**src/rtl/hc194_shift.sv**
```systemverilog
// Universal bidirectional shift register in the style of the 74HC194: hold, shift right,
// shift left or parallel load, selected by {S1,S0}, with synchronous active-high reset.
module hc194_shift #(
   parameter int unsigned WIDTH = 4
) (
   input  logic             CP,
   input  logic             RD,
   input  logic             S1,
   input  logic             S0,
   input  logic             DSR,
   input  logic             DSL,
   input  logic [WIDTH-1:0] P,
   output logic [WIDTH-1:0] Q,
   output logic [WIDTH-1:0] QN,
   output logic             SOR,
   output logic             SOL
);

   logic [WIDTH-1:0] q_d;
   logic [WIDTH-1:0] q_q;

   always_comb begin
      q_d = q_q;
      case ({S1, S0})
         2'b00:   q_d = q_q;
         2'b01:   q_d = {q_q[WIDTH-2:0], DSR};
         2'b10:   q_d = {DSL, q_q[WIDTH-1:1]};
         2'b11:   q_d = P;
         // An unknown mode must poison the state rather than pick a legal operation.
         default: q_d = 'x;
      endcase
   end

   always_ff @(posedge CP) begin
      if (RD) begin
         q_q <= '0;
      end else begin
         q_q <= q_d;
      end
   end

   assign Q   = q_q;
   assign QN  = ~q_q;
   assign SOR = q_q[WIDTH-1];
   assign SOL = q_q[0];

endmodule

```
**config.mk**
```make
export PLATFORM = sky130hd
export DESIGN_NAME = hc194_shift
export DESIGN_NICKNAME = d
export VERILOG_FILES = /design/src/rtl/hc194_shift.sv
export SDC_FILE = /design/constraint.sdc
export NUM_CORES = 1
export LEC_CHECK = 0
export ABC_AREA = 1
export CAP_MARGIN = 30
export CORE_AREA = 2 2 39 41
export CTS_CLUSTER_DIAMETER = 50
export CTS_CLUSTER_SIZE = 8
export DETAILED_ROUTE_END_ITERATION = 8
export DIE_AREA = 0 0 41 43
export PLACE_DENSITY_LB_ADDON = 0.1
export SETUP_SLACK_MARGIN = 0.1
export SLEW_MARGIN = 10
export SYNTH_ARGS = -nofsm -noshare
export SYNTH_HDL_FRONTEND = slang
export SYNTH_SLANG_ARGS = --single-unit
```
**constraint.sdc**
```tcl
create_clock -name CP -period 0.95 [get_ports CP]
set_input_delay 0.1425 -clock CP [delete_from_list [all_inputs] [get_ports CP]]
set_output_delay 0.1425 -clock CP [all_outputs]
set_load 0.1 [all_outputs]
```
# Word level (Yosys, flattened, before mapping)
# Index checks and enable logic that the tools add are counted.
# totals
register_bits,4
inputBits,10
elab_cells,7
# op_classes
n_eq_ne,3
muxes,1
n_bitwise,1
n_reduce_logical,1
# ops
op,count
$pmux W4 S3,1
$eq A2 B2 Y1 const B,2
$not A4 Y4,1
$eq A2 B1 Y1 const B,1
$logic_not A2 Y1,1

# Logic depth before layout (Yosys ltp)
# logic_depth
ltp_word,2
depth_mapped,5
ltp_nobuf,5

# Least setup slack after synthesis
# Ideal clock, no wire load.
# synth_path
path_kind,reg2reg
startpoint,"reg, netlist name Q[0]"
endpoint,"reg q_q[0], in the netlist Q[0]"
arrival_time_ps,2064
required_time_ps,894
setup_slack_ps,-1170
path_stages_with_launch,5
period_less_slack_ps,2120
path_cell_list,dfxtp_1 inv_1 a21oi_1 nand2_1 inv_1
# synth_rtl
item,line,source
end signal: assignment,38,q_q <= q_d;
end: declaration,20,logic [WIDTH-1:0] q_q;

# Final worst setup path
# layout_path
startpoint,"reg q_q[3], in the netlist Q[3]"
endpoint,out QN[3]
# layout_between
elab_chain_len,1
# layout_rtl
item,line,source
$not A4 Y4,43,assign QN = ~q_q;
end: declaration,14,"output logic [WIDTH-1:0] QN,"
# No other way between the ends.

==> flow_summary.json <==
{
  "placed_cells_incl_taps": 78,
  "violations": "negative setup slack",
  "finalInstanceArea_um2": 709,
  "total_power_uw": 953,
  "dr.pass1.iters": 4,
  "power.density_mw_per_mm2": 1340,
  "r2r_slack_ns": 0.05,
  "drive_gt1_share_pct": 54.3,
  "grt_start_max_net_pins": 12,
  "yosysWarnings": 0,
  "dp_slack_ns": -0.370,
  "tightest_slew_ns": 0.245,
  "largest_reg_flops": 4,
  "cp_max_fo": 5,
  "clock_latency_ns": 0.24,
  "drt-total-wl_um": 895,
  "grt_pass1_wl_um": 1520,
  "cp_data_required_time_ns": 0.81,
  "syn2layout_area_growth_pct": 165,
  "cts_tree": "done",
  "synth-seq-area-share_pct": 29.9,
  "gp_congestion": 0.737,
  "max-slew-margin-rel_pct": 83.6,
  "cts_buffer_depth": 2,
  "setup_viol": 10,
  "timing.final.ws_setup_ns": -0.109,
  "numCtsBuffers": 3,
  "syn_area_per_cell_um2": 6.09,
  "multi_input_area_um2": 159,
  "clock_sinks": 4,
  "fill_cells": 134,
  "nNetsFinal": 82,
  "drc": 0,
  "finalHoldViolations": 0,
  "maxCapViolCount": 0,
  "syn_inst": 44,
  "grt_util_all_layers_pct": 13.1,
  "chipWidth_um": 41,
  "antenna_found_initial": 0,
  "die_area_mm2": 0.00176,
  "htreeDepth": 1,
  "dp_hpwl_um": 629,
  "arrival_ns": 0.92,
  "p_leak_nw": 0.316,
  "yosysUniqueCellTypes": 10,
  "die_h_um": 43,
  "first_iter_violations": 11,
  "slew_viol_final": 0,
  "critPathKind": "register to primary output",
  "hold_path_class": "input pin to register",
  "diodes": 0,
  "cts_root_buf": "clkbuf_4",
  "finalClockSkew_ns": 0.00408,
  "grt_overflow": 0,
  "synth_nets": 54,
  "cp-start-kind": "register",
  "peakVddDrop_v": 0.000506,
  "period_needed_ns": 1.06,
  "rsz0062_at_grt": "true",
  "status": "finished, violations left",
  "core_mm2": 0.00138,
  "cp-end-kind": "primary output",
  "post-route-period-util_pct": 111,
  "final_cell_count_no_fill": 86,
  "grt_pass1_vias": 372,
  "wire_per_inst_um": 10.4,
  "whs_ns": 0.325,
  "ant_nets": 0,
  "max_clock_freq_ghz": 0.945,
  "dpl-instance-area_um2": 608,
  "clkSlewWorstSetupHoldPaths_ns": 0.04,
  "initial_utilization_pct": 19.3,
  "via_per_inst": 4.36,
  "numPortBuffers": 19,
  "synth-seq-cells": 4,
  "seqCellArea_um2": 95.1,
  "ioPinCount": 20,
  "dr_total_vias": 375,
  "syn-cell-area_um2": 268,
  "rows": 14
}
==> through the flow <==
step,utilization (%),setup TNS (ns)
final,51.3,-0.629
after CTS,49.2,-0.668
after global routing,51.3,-0.995
after global placement,43.9,-1.29
after detailed placement,43.9,-1.40
after floorplan,-,-2.60
==> cells in the mapped netlist <==
master	number	area, um^2
inv_2	1	3.75
nand2_1	9	33.8
nand3_1	8	40.0
dfxtp_1	4	80.1
o21bai_1	2	15.0
a21oi_1	4	20.0
o21ai_0	3	15.0
nor2_1	1	3.75
buf_4	3	22.5
inv_1	9	33.8
==> report_power, final <==
part,switching (mW),internal [mW]
sequential,0.0260,0.180
combinational,0.313,0.210
clock,0.0822,0.142
==> area by class of cell <==
class                           count  area share, %
Inverter                           10           7.41
Timing Repair Buffer               26           50.8
Clock buffer                        3           3.17
Sequential cell                     4           13.4
Multi-Input combinational cell     27           22.4
Tap cell                           16           2.82
==> metal layers <==
layer | up-vias | wire [um] | GRT usage (%)
li1 | 190 | - | -
met1 | 168 | 365 | 14.4
met2 | 15 | 445 | 19.1
met3 | 2 | 75 | 6.81
met4 | 0 | 8 | 8.00
met5 | - | 0 | 0
==> cell families after synthesis <==
logic type	after synthesis	synth area share [%]
simple gates	18	29.0
buf+inv	13	22.4
compound gates	9	18.7
flops	4	29.9
==> worst max-delay path, cell delays in order (launching register included) <==
cell and delay (ns):
dfxtp_4 0.40, clkinvlp_4 0.11, buf_12 0.17
==> layout by cell type (no fill, tap or decap), types with 3 or more instances in the layout <==
master	count
a21oi_2	3
nand2_1	7
buf_4	3
dfxtp_4	4
buf_12	11
inv_1	4
buf_6	3
clkdlybuf4s50_1	7
clkinvlp_4	4
nand3_1	6
clkbuf_4	3
==> repair_timing <==
action | CTS | global route
setup buffers | 4 | 1
endpoints found under the hold margin | 0 | 0
hold buffers | 0 | 0
endpoints found under the setup margin | 14 | 14
pin swaps | 5 | 2
gates resized for setup | 5 | 9
==> worst paths after layout <==
check | from | to | cells after the start
max reg2reg | Q[1]$_SDFFE_PP0P_ | Q[2]$_SDFFE_PP0P_ | 5
max | Q[3]$_SDFFE_PP0P_ | QN[3] | 2
min | S1 | Q[1]$_SDFFE_PP0P_ | 4
min reg2reg | Q[2]$_SDFFE_PP0P_ | Q[3]$_SDFFE_PP0P_ | 4
(Power assumes the default switching activity.)
